<file path="src/rtl/sync_fifo_ctrl.sv">
// sync_fifo_ctrl: single-clock FIFO controller in front of a 2-cycle-latency dual-port RAM
module sync_fifo_ctrl #(
    parameter int ADDR_WIDTH = 10,
    parameter int DATA_WIDTH = 32
) (
    input  logic                  clk,
    input  logic                  rst,
    input  logic [DATA_WIDTH-1:0] in_data,
    input  logic                  in_valid,
    output logic                  in_ready,
    output logic [DATA_WIDTH-1:0] out_data,
    output logic                  out_valid,
    input  logic                  out_ready,
    output logic [ADDR_WIDTH-1:0] ram_waddr,
    output logic                  ram_wr,
    output logic [DATA_WIDTH-1:0] ram_wdata,
    output logic [ADDR_WIDTH-1:0] ram_raddr,
    output logic                  ram_rd,
    input  logic [DATA_WIDTH-1:0] ram_rdata,
    input  logic                  ram_rdata_valid,
    output logic [ADDR_WIDTH+1:0] level,
    output logic                  empty,
    output logic                  full
);
    localparam logic [ADDR_WIDTH:0] DEPTH = {1'b1, {ADDR_WIDTH{1'b0}}};

    logic [ADDR_WIDTH-1:0] r_wptr;
    logic [ADDR_WIDTH-1:0] r_rptr;
    logic [ADDR_WIDTH:0]   r_ram_cnt;
    logic [1:0]            r_inflight;
    logic [1:0]            r_pf_cnt;
    logic [1:0]            r_ign;
    logic [DATA_WIDTH-1:0] r_pf [3];
    logic                  r_out_valid;
    logic [ADDR_WIDTH+1:0] r_level;

    logic       w_acc;
    logic       w_iss;
    logic       w_pop;
    logic       w_ret;
    logic [2:0] w_occ;
    logic [1:0] w_wi;
    logic [1:0] w_pf_nxt;

    assign full      = r_ram_cnt == DEPTH;
    assign in_ready  = !full && !rst;
    assign w_acc     = in_valid && in_ready;
    assign w_pop     = r_out_valid && out_ready;
    // returns only count once the RAM's un-reset read pipeline has flushed stale data
    assign w_ret     = ram_rdata_valid && (r_ign == 2'd0) && (r_inflight != 2'd0);
    assign w_occ     = {1'b0, r_inflight} + {1'b0, r_pf_cnt} - {2'b0, w_pop};
    assign w_iss     = (r_ram_cnt != '0) && (w_occ < 3'd3);
    assign w_wi      = r_pf_cnt - {1'b0, w_pop};
    assign w_pf_nxt  = r_pf_cnt + {1'b0, w_ret} - {1'b0, w_pop};

    assign ram_wr    = w_acc;
    assign ram_waddr = r_wptr;
    assign ram_wdata = in_data;
    assign ram_rd    = w_iss;
    assign ram_raddr = r_rptr;

    assign out_data  = r_pf[0];
    assign out_valid = r_out_valid;
    assign level     = r_level;
    assign empty     = r_level == '0;

    // pointers, RAM occupancy, in-flight reads, total level and post-reset ignore window
    always_ff @(posedge clk or posedge rst) begin
        if (rst) begin
            r_wptr     <= '0;
            r_rptr     <= '0;
            r_ram_cnt  <= '0;
            r_inflight <= '0;
            r_level    <= '0;
            r_ign      <= 2'd2;
        end else begin
            if (w_acc) r_wptr <= r_wptr + 1'b1;
            if (w_iss) r_rptr <= r_rptr + 1'b1;
            r_ram_cnt  <= r_ram_cnt + (ADDR_WIDTH+1)'(w_acc) - (ADDR_WIDTH+1)'(w_iss);
            r_inflight <= r_inflight + 2'(w_iss) - 2'(w_ret);
            r_level    <= r_level + (ADDR_WIDTH+2)'(w_acc) - (ADDR_WIDTH+2)'(w_pop);
            r_ign      <= (r_ign != 2'd0) ? r_ign - 2'd1 : r_ign;
        end
    end

    // shift-register prefetch buffer; entry 0 is the registered output word
    always_ff @(posedge clk or posedge rst) begin
        if (rst) begin
            r_pf_cnt    <= '0;
            r_out_valid <= 1'b0;
            r_pf[0]     <= '0;
            r_pf[1]     <= '0;
            r_pf[2]     <= '0;
        end else begin
            r_pf_cnt    <= w_pf_nxt;
            r_out_valid <= w_pf_nxt != 2'd0;
            if (w_pop) begin
                r_pf[0] <= r_pf[1];
                r_pf[1] <= r_pf[2];
            end
            if (w_ret) r_pf[w_wi] <= ram_rdata;
        end
    end
endmodule
</file>
<file path="config.mk">
export PLATFORM = sky130hd
export DESIGN_NAME = sync_fifo_ctrl
export DESIGN_NICKNAME = d
export VERILOG_FILES = /design/src/rtl/sync_fifo_ctrl.sv
export SDC_FILE = /design/constraint.sdc
export NUM_CORES = 1
export LEC_CHECK = 0
export CAP_MARGIN = 15
export CORE_ASPECT_RATIO = 1.5
export CORE_MARGIN = 8
export CORE_UTILIZATION = 25
export DETAILED_ROUTE_END_ITERATION = 10
export PLACE_DENSITY_LB_ADDON = 0.15
export SYNTH_ARGS = -nofsm -noshare
export SYNTH_HDL_FRONTEND = slang
export SYNTH_SLANG_ARGS = --single-unit
</file>
<file path="constraint.sdc">
create_clock -name clk -period 6.5 [get_ports clk]
set_input_delay 1.3 -clock clk [delete_from_list [all_inputs] [get_ports clk]]
set_output_delay 1.3 -clock clk [all_outputs]
set_load 0.05 [all_outputs]
</file>
# Word-level counts from Yosys, hierarchy flattened
# Index checks and enable logic that the tools add are counted.
# totals
output_inout_bits	102
elab_cells	50
in_bits	69
regBits	146
# op_classes
reduce_logical	15
bitwise	1
n_eq_ne	1
addsub	14
muxes	5
n_lt_le_gt_ge	3
# op_table
op	count
96-bit bitwise mux	1
96-bit two-way mux	1
32-bit demux with 2-bit select	1
64-bit two-way mux	1
32-bit two-way mux	1
10-bit by 1-bit adder with 10-bit output (second input constant)	2
12-bit by 1-bit adder with 12-bit output	1
12-bit logical NOT	1
12-bit by 1-bit subtractor with 12-bit output	1
11-bit by 1-bit adder with 11-bit output	1
11-bit equality test (second input constant)	1
11-bit nonzero test	1
11-bit by 1-bit subtractor with 11-bit output	1
1-bit logical AND	7
2-bit nonzero test	3
2-bit by 1-bit subtractor with 2-bit output	3
2-bit by 1-bit adder with 2-bit output	2
2-bit by 2-bit adder with 3-bit output	1
3-bit greater-or-equal comparator (second input constant)	1
3-bit by 1-bit < comparator with 1-bit output (second input constant)	1
3-bit by 2-bit < comparator with 1-bit output (second input constant)	1
2-bit inverter with 3-bit output	1
3-bit by 1-bit subtractor with 3-bit output	1
1-bit logical NOT	2
other kinds (2)	2

# Depth between registers and ports, before layout
# Gate-level depths: netlist (run 1).
# logic_depth
depth_word	9
ltp_mapped	17
ltp_nobuf	16

# Least setup slack after synthesis (run 1)
# OpenSTA, ideal clock, no wires.
# synth_timing
path_type	in2reg
startpoint	input port rst
endpoint	register r_wptr[8] (netlist: ram_waddr[8])
t_required_ns	6.359
path_stages	5
arrival_ns	5.347
path_buffers	0
setup_slack_ns	1.011
setup_ns	0.141
cell_sequence	inv_1 nand3_1 nor3_1 nand3_1 xnor2_1
# synth_between
elab_chain_len	3
# synth_rtl
element	line_no	rtl
from (decl)	7	input logic rst,
1-bit logical NOT (no line)	--	
1-bit logical AND	46	assign in_ready = !full && !rst;
1-bit logical AND	47	assign w_acc = in_valid && in_ready;
to (signal assigned)	77	if (w_acc) r_wptr <= r_wptr + 1'b1;
to (decl)	27	logic [ADDR_WIDTH-1:0] r_wptr;
# Every way passes these cells.
# A chain may end at the register's enable or synchronous reset.

# Final worst setup path (run 1)
# layout_timing
startpoint	input port out_ready
endpoint	output port ram_rd
# layout_between
elab_chain_len	4
# layout_rtl
element	line_no	rtl
from (decl)	13	input logic out_ready,
1-bit logical AND	48	assign w_pop = r_out_valid && out_ready;
3-bit by 1-bit subtractor with 3-bit output	51	assign w_occ = {1'b0, r_inflight} + {1'b0, r_pf_cnt} - {2'b0, w_pop};
3-bit by 2-bit < comparator with 1-bit output	52	assign w_iss = (r_ram_cnt != '0) && (w_occ < 3'd3);
1-bit logical AND	52	
to (decl)	18	output logic ram_rd,
# Every way passes these cells.

==> results.yml, run 1 <==
timing:
  hold_violations: 0
  tightest_slew_ns: 0.980
  fin_crit_sh: 0.858
  post-route-min-period_ns: 5.57
  clock_skew_ns: 0.0104
  slew_violations: 0
  slew_headroom: 0.345
  max_freq_mhz: 179
  tns_ns: 0
  finalSetupViolCount: 0
  rsz0062_at_grt: "false"
hold_path:
  hold_path.class: "flip-flop to flip-flop"
place:
  dpl.hpwl_mm: 12.5
  finalWeightedCongestion: 0.761
  dp.cells: 1113
  place_area_um2: 8980
  portBuffers: 106
power_and_ir_drop:
  p_int_uw: 3500
  p_sw_uw: 2510
  finalPower_uw: 6010
  p_per_area_nw_per_um2: 625
  power_frac_seq: 0.278
  comb_power_share: 0.543
  p_sw_frac: 0.418
  power_frac_clock: 0.180
  ir_drop_mv: 0.289
  power_leakage_uw: 0.00429
drt:
  top_layer_used: "met4"
  drt_wl_total_mm: 18.1
  wl_met2_mm: 9.58
  vias: 4803
  met3_length_um: 977
  routedWlPerCell_um: 15.8
  wl_met1_mm: 7.26
  drc: 0
  vias_per_cell: 4.19
  drt-initial-drc-count: 134
  firstDrtPassIters: 4
  postRouteAntennaNets: 0
clock_tree:
  cts.sinks: 146
  cts_tree: "done"
  clk_pin_slew_ns: 0.06
  insertion_delay_ns: 0.43
  ctsHoldBuffers: 0
  cts_inserted_buffers: 17
  cts_setup_buffers: 0
  cts-root-buf: "clkbuf_16"
  cts.repair.resized: 0
  clk_path_buf_depth: 2
  htreeDepth: 4
logic_synthesis:
  ys_top_cells_by_area: "dfrtp_1 (46%), mux2_2 (9.3%), ha_1 (6.3%), buf_4 (6.1%), mux2_4 (5.7%)"
  ys_async_sr_fraction: 1.00
  yosysMostFrequentCell: "dfrtp_1"
  synth_top_area_frac: 0.459
  ys_ff_latch: 146
  synth.distinct_cells: 52
  avgSynthCellArea_um2: 11.7
  synth_common_cells: "dfrtp_1 (145), mux2_2 (65), buf_4 (64), inv_1 (46), nand2_1 (45)"
  synth_area_um2: 7910
  synth_edf_count: 0
  yosysWarnings: 0
  synthFlopType: "dfrtp_1"
  synth_nets: 786
  synth_seq_area_share: 0.462
  synth_largest_area_cell: "dfrtp_1"
  netlist_instances: 674
layout:
  nets: 834
  insertedDiodeCount: 0
  final_cells: 1145
  drive_above_1_share: 0.200
  final_area_um2: 9620
  area_growth_pct: 21.6
floorplanning:
  rows: 80
  dieArea_um2: 37700
  die_y_um: 234
  start_util: 0.251
  die_w_um: 161
  ios: 171
  core_area_um2: 31500
setup_path:
  criticalPathCategory: "input pin to output pin"
  start_kind: "input pin"
  end_kind: "output pin"
  cp_max_fo: 13
  cp_data_arrival_time_ns: 4.27
  required_ns: 5.20
status:
  status: "completed"
job:
  maxCapViolations: 0
global_route:
  grtUsageTotal: 0.101
  overflow: 0
  antenna_found_initial: 0
  grt_first_pass_wirelength_mm: 29.4
  grt_max_degree: 81
  grt_pass1_vias: 5482
==> per-stage QoR <==
| stage | util | setup WS [ns] | hold WS [ns] |
|---|---|---|---|
| after global placement | 0.284 | 0.977 | 0.461 |
| after global routing | 0.305 | 0.756 | 0.494 |
| after floorplan | - | 1.01 | 0.446 |
| after detailed placement | 0.285 | 0.932 | 0.471 |
| after CTS | 0.305 | 0.891 | 0.484 |
| final | 0.305 | 0.926 | 0.477 |
==> metal layers <==
layer | global-route usage | vias up
li1 | - | 2318
met1 | 0.105 | 2359
met2 | 0.181 | 102
met3 | 0.0420 | 24
met4 | 0.0348 | 0
met5 | 0 | -
==> placed cells by master, fill, tap and decap left out, types with 14 or more instances in the layout <==
cell type        Yosys  layout
clkbuf_16            0      17
clkdlybuf4s50_1      0     106
dfrtp_1            145     145
ha_1                40      40
inv_1               46      45
mux2_2              65      65
mux2_4              30      30
mux2i_1             32      32
nand2_1             45      44
o21ai_0             34      34
xnor2_1             31      31
xor2_1              14      14
==> path summary, 6_finish.rpt <==
path                                     startpoint                         end  slack (ns)  cells after the start
max                                       out_ready                      ram_rd        0.93                      9
min                        ram_raddr[9]$_DFFE_PP0P_    ram_raddr[9]$_DFFE_PP0P_        0.48                      1
max reg2reg                   r_pf_cnt[0]$_DFF_PP0_      r_ram_cnt[8]$_DFF_PP0_        2.61                     14
min reg2reg                ram_raddr[9]$_DFFE_PP0P_    ram_raddr[9]$_DFFE_PP0P_        0.48                      1
max in group asynchronous                       rst  asynchronous set/reset pin        3.73                      3
min in group asynchronous                       rst      r_ram_cnt[5]$_DFF_PP0_        1.40                      2
==> cell families (layout without fill, tap and decap cells) <==
kind of cell               count (synthesis)  count (layout)  synth area share
buffers and inverters                    132             193            0.0981
AOI/OAI and AO/OA                         69              69            0.0555
DFF                                      146             146             0.462
xor gates and xnor gates                  45              45            0.0498
adders and majority gates                 43              43            0.0709
muxes                                    130             130             0.194
and+or+nand+nor                          109             109            0.0694
==> worst max-delay path, stage by stage <==
cell             delay, ns
clkdlybuf4s50_1       0.47
nand2_2               0.07
xnor2_1               0.34
ha_1                  0.22
inv_1                 0.05
fa_1                  0.38
xor2_1                0.19
o221a_2               0.39
clkdlybuf4s50_1       0.87
==> final cells by class <==
class | count | area, um^2
Inverter | 47 | 181
Sequential cell | 146 | 3650
Timing Repair Buffer | 114 | 1130
Tap cell | 410 | 513
Multi-Input combinational cell | 396 | 3490
Clock inverter | 14 | 210
Fill cell | 3238 | 21900
Clock buffer | 18 | 429
==> power by group through the flow <==
stage / Combinational, uW / Sequential [uW] / Clock [uW]
CTS: 3320 / 1680 / 1130
floorplan: 2450 / 1870 / 0
detailed placement: 3300 / 1690 / 0
finish: 3260 / 1670 / 1080
global placement: 3220 / 1680 / 0
global route: 3570 / 1740 / 1160
No activity file was read; power rests on OpenSTA's default activity.
==> run 2: changes to the inputs <==
- CTS_BUF_LIST: not set -> sky130_fd_sc_hd__clkbuf_2
- DONT_BUFFER_PORTS: not set -> 1
==> run 2 against run 1 <==
  * Largest power group is now sequential cells
  * Maximum frequency rose by 15%
  * Clock skew rose by 0.0092 ns
  * Setup slack improved by 0.73 ns
  * Final cell count fell by 9.0%
  * Wire length fell by 3.6%
  * Utilization fell by 4.7 points
  * Non-clock buffer count fell by 105
  * Count of clock-buffer cells in the layout rose by 1
  * Sequential power rose by 39%
==> results.yml, run 2 (synthesis gave the netlist of run 1 again) <==
clock_tree:
  insertion_delay_ns: 0.77
  cts_setup_buffers: 0
  ctsHoldBuffers: 0
  cts-root-buf: "clkbuf_2"
  cts.sinks: 146
  htreeDepth: 4
  cts_tree: "done"
  clk_pin_slew_ns: 0.22
  cts_inserted_buffers: 17
  cts.repair.resized: 0
  clk_path_buf_depth: 2
setup_path:
  cp_data_arrival_time_ns: 3.54
  criticalPathCategory: "flip-flop to output pin"
  start_kind: "flip-flop"
  cp_max_fo: 13
  end_kind: "output pin"
  required_ns: 5.20
drt:
  vias_per_cell: 4.28
  drt-initial-drc-count: 159
  drt_wl_total_mm: 17.4
  firstDrtPassIters: 4
  routedWlPerCell_um: 16.7
  postRouteAntennaNets: 0
  vias: 4462
  drc: 0
layout:
  nets: 729
  layout_commonest_cell: "dfrtp_1"
  final_cells: 1042
  area_growth_pct: 2.88
  drive_above_1_share: 0.233
  mostFrequentLayoutCells: "dfrtp_1 (145), mux2_2 (65), inv_1 (45)"
  nFillCells: 3330
timing:
  tns_ns: 0
  clock_skew_ns: 0.0196
  tightest_slew_ns: 0.995
  slew_violations: 0
  fin_crit_sh: 0.745
  fin_hold_ws_ns: 0.423
  rsz0062_at_grt: "false"
  finalSetupViolCount: 0
  slew_headroom: 0.334
  post-route-min-period_ns: 4.84
  max_freq_mhz: 206
  hold_violations: 0
place:
  dp.cells: 1007
  dpl.hpwl_mm: 11.9
  portBuffers: 0
  finalWeightedCongestion: 0.727
hold_path:
  hold_path.class: "input pin to asynchronous set/reset pin"
power_and_ir_drop:
  p_per_area_nw_per_um2: 615
  power_leakage_uw: 0.00370
  ir_drop_mv: 0.389
  finalPower_uw: 5010
floorplanning:
  die_y_um: 234
  start_util: 0.251
  die_w_um: 161
  rows: 80
  dieArea_um2: 37700
  ios: 171
  core_area_um2: 31500
global_route:
  overflow: 0
  grt_max_degree: 78
  grtUsageTotal: 0.0952
  antenna_found_initial: 1
  grt_first_pass_wirelength_mm: 27.2
  grt_pass1_vias: 4730
job:
  maxCapViolations: 0
status:
  status: "completed"
[run 2: cell types whose count changed in the layout (fill, tap and decap cells not counted), moves of 2 or more]
cell and change:
clkbuf_2 +19, clkbuf_16 -17, bufinv_16 -4, clkinv_1 +4
diode_2 +2, clkdlybuf4s50_1 -106
[run 2: path summary, 6_finish.rpt]
path | from | to | slack, ns | cells after the start
max in group asynchronous | rst | asynchronous set/reset pin | 4.89 | 3
max reg2reg | out_valid$_DFF_PP0_ | r_ram_cnt[8]$_DFF_PP0_ | 1.95 | 16
min in group clk | r_ign[1]$_DFFE_PP1P_ | r_ign[1]$_DFFE_PP1P_ | 0.51 | 2
max | out_valid$_DFF_PP0_ | ram_rd | 1.66 | 7
min reg2reg | r_ign[1]$_DFFE_PP1P_ | r_ign[1]$_DFFE_PP1P_ | 0.51 | 2
min | rst | r_ram_cnt[7]$_DFF_PP0_ | 0.42 | 1
[run 2: cell type report]
type / instances / area, um^2 / share of cell area
clock buffer: 19 / 95.1 / 0.0117
antenna: 2 / 5.00 / 0.000615
inverter: 47 / 181 / 0.0223
sequential: 146 / 3650 / 0.449
tap: 410 / 513 / 0.0630
timing repair buffer: 9 / 87.6 / 0.0108
multi-input combinational: 396 / 3510 / 0.431
clock inverter: 13 / 95.1 / 0.0117
[run 2: routing by layer]
layer  part of all wire  track usage
met1               0.39       0.0978
met4              0.024       0.0496
met3              0.077       0.0420
met5                  0            0
met2               0.51        0.162
[run 2: report_power, final]
part / total (uW) / internal (uW) / switching, uW
clock network: 474 / 132 / 341
logic: 2210 / 1110 / 1110
registers: 2320 / 1360 / 958
total: 5010 / 2600 / 2410
[run 2: through the flow]
stage	worst slack, ns	util	area [um^2]
2_1_floorplan	1.01	-	7910
3_3_place_gp	1.42	0.251	7920
3_5_place_dp	1.37	0.251	7920
4_1_cts	1.43	0.257	8110
5_1_grt	1.31	0.258	8140
6_report	1.66	0.258	8140
[run 2: critical path, stage by stage (launching register included)]
cell     delay (ns)
dfrtp_1        0.69
nand2_2        0.31
xnor2_1        0.41
ha_1           0.22
inv_1          0.05
fa_1           0.36
xor2_1         0.17
o221a_2        0.55
==> run 3: changes to the inputs <==
- clock period: 6.5 -> 4.25 ns (I/O delays scaled with it)
==> run 3 against run 2 <==
  * Setup slack got worse by 1.1 ns
  * Critical path depth fell by 2
  * Largest cell class unchanged
  * Count of clock-buffer cells in the layout rose by 1
  * Clock power grew 50%
==> results.yml, run 3 (synthesis gave the netlist of run 1 again) <==
timing:
  finalSetupViolCount: 0
  tightest_slew_ns: 0.980
  tns_ns: 0
  max_freq_mhz: 272
  fin_crit_sh: 0.866
  rsz0062_at_grt: "false"
  slew_violations: 0
  hold_violations: 0
  post-route-min-period_ns: 3.68
  setup_ws_ns: 0.569
  slew_headroom: 0.344
  clock_skew_ns: 0.0396
drt:
  drt-initial-drc-count: 122
  vias_per_cell: 4.33
  routedWlPerCell_um: 17.0
  postRouteAntennaNets: 0
  vias: 4515
  drt_wl_total_mm: 17.7
  drc: 0
  firstDrtPassIters: 4
layout:
  final_cells: 1043
  nFillCells: 3305
  layout_commonest_cell: "dfrtp_1"
  mostFrequentLayoutCells: "dfrtp_1 (145), mux2_2 (65), inv_1 (45)"
  fin_util: 0.258
  nets: 733
  area_growth_pct: 2.91
  drive_above_1_share: 0.235
clock_tree:
  cts_inserted_buffers: 17
  cts.repair.resized: 0
  clk_path_buf_depth: 2
  cts_tree: "done"
  cts_setup_buffers: 0
  cts.sinks: 146
  cts-root-buf: "clkbuf_2"
  clk_pin_slew_ns: 0.24
  ctsHoldBuffers: 1
  insertion_delay_ns: 0.76
  htreeDepth: 4
power_and_ir_drop:
  p_per_area_nw_per_um2: 946
  ir_drop_mv: 0.440
  p_sw_frac: 0.479
  power_frac_clock: 0.092
  power_leakage_uw: 0.00372
  power_frac_seq: 0.459
  p_int_uw: 4010
  comb_power_share: 0.448
  p_sw_uw: 3690
  finalPower_uw: 7700
global_route:
  grt_pass1_vias: 4994
  antenna_found_initial: 1
  grt_first_pass_wirelength_mm: 28.6
  grtUsageTotal: 0.0990
  grt_max_degree: 147
  overflow: 0
place:
  dpl.hpwl_mm: 12.1
  place_ws_ns: 0.283
  finalWeightedCongestion: 0.707
  portBuffers: 0
  dp.cells: 1011
setup_path:
  start_kind: "flip-flop"
  rr_worst_depth: 14
  cp_max_fo: 2
  required_ns: 3.40
  end_kind: "output pin"
  cp_data_arrival_time_ns: 2.83
  reg2reg_from: "r_pf_cnt[0]$_DFF_PP0_"
  crit_slowest_cell: "nor2_1"
  criticalPathCategory: "flip-flop to output pin"
  crit_start: "r_ram_cnt[5]$_DFF_PP0_"
  slowest_delay_ns: 0.76
  crit_chain: "inv_1 -> ha_1 -> nand2_1 -> or4_1 -> nor2_1"
floorplanning:
  die_w_um: 161
  start_util: 0.251
  ios: 171
  core_area_um2: 31500
  dieArea_um2: 37700
  die_y_um: 234
  rows: 80
status:
  status: "completed"
job:
  maxCapViolations: 0
hold_path:
  hold_path.class: "input pin to asynchronous set/reset pin"
[run 3: cell type report]
type                            instances  area, um^2  area share
Antenna cell                            2        5.00    0.000615
Clock buffer                           20         100      0.0123
Clock inverter                          9        68.8     0.00845
Inverter                               47         180      0.0221
Multi-Input combinational cell        396        3510       0.431
Sequential cell                       146        3650       0.449
Tap cell                              410         513      0.0630
Timing Repair Buffer                   13         113      0.0138
[run 3: power groups by stage]
| stage | Combinational, uW | Sequential [uW] | Clock, uW |
|---|---|---|---|
| after floorplan | 3750 | 2860 | 0 |
| after detailed placement | 3520 | 3600 | 0 |
| after CTS | 3540 | 3570 | 783 |
| after global routing | 3900 | 3640 | 844 |
| final | 3450 | 3540 | 711 |
| after global placement | 3410 | 3580 | 0 |
[run 3: final timing paths]
check | end | slack (ns)
max | full | 0.57
min | ram_waddr[8]$_DFFE_PP0P_ | 0.15
max reg2reg | r_ram_cnt[8]$_DFF_PP0_ | 0.71
min reg2reg | r_ign[0]$_DFFE_PP0P_ | 0.49
max in group asynchronous | asynchronous set/reset pin | 3.36
min in group clk | out_data[23]$_DFF_PP0_ | 0.20
[run 3: per-stage QoR]
step	cell area, um^2	hold slack (ns)
after floorplan	7910	0.446
after global placement	7960	0.461
after detailed placement	7960	0.469
after CTS	8140	0.00127
after global routing	8140	0.0123
final	8140	0.154
[run 3: routing by layer]
metal  GRT usage  share of wire  vias to the layer above
met5           0              0                        -
met4      0.0377          0.018                        0
met3      0.0460          0.080                       20
met2       0.177           0.53                      114
met1      0.0983           0.38                     2264
li1            -              -                     2117
[run 3: critical path, delay by kind of cell (launching register included)]
kind          cells  cell delay, ns
simple gates      3            1.38
flops             1            0.46
fa+ha+maj         1            0.14
buf+inv           1            0.08
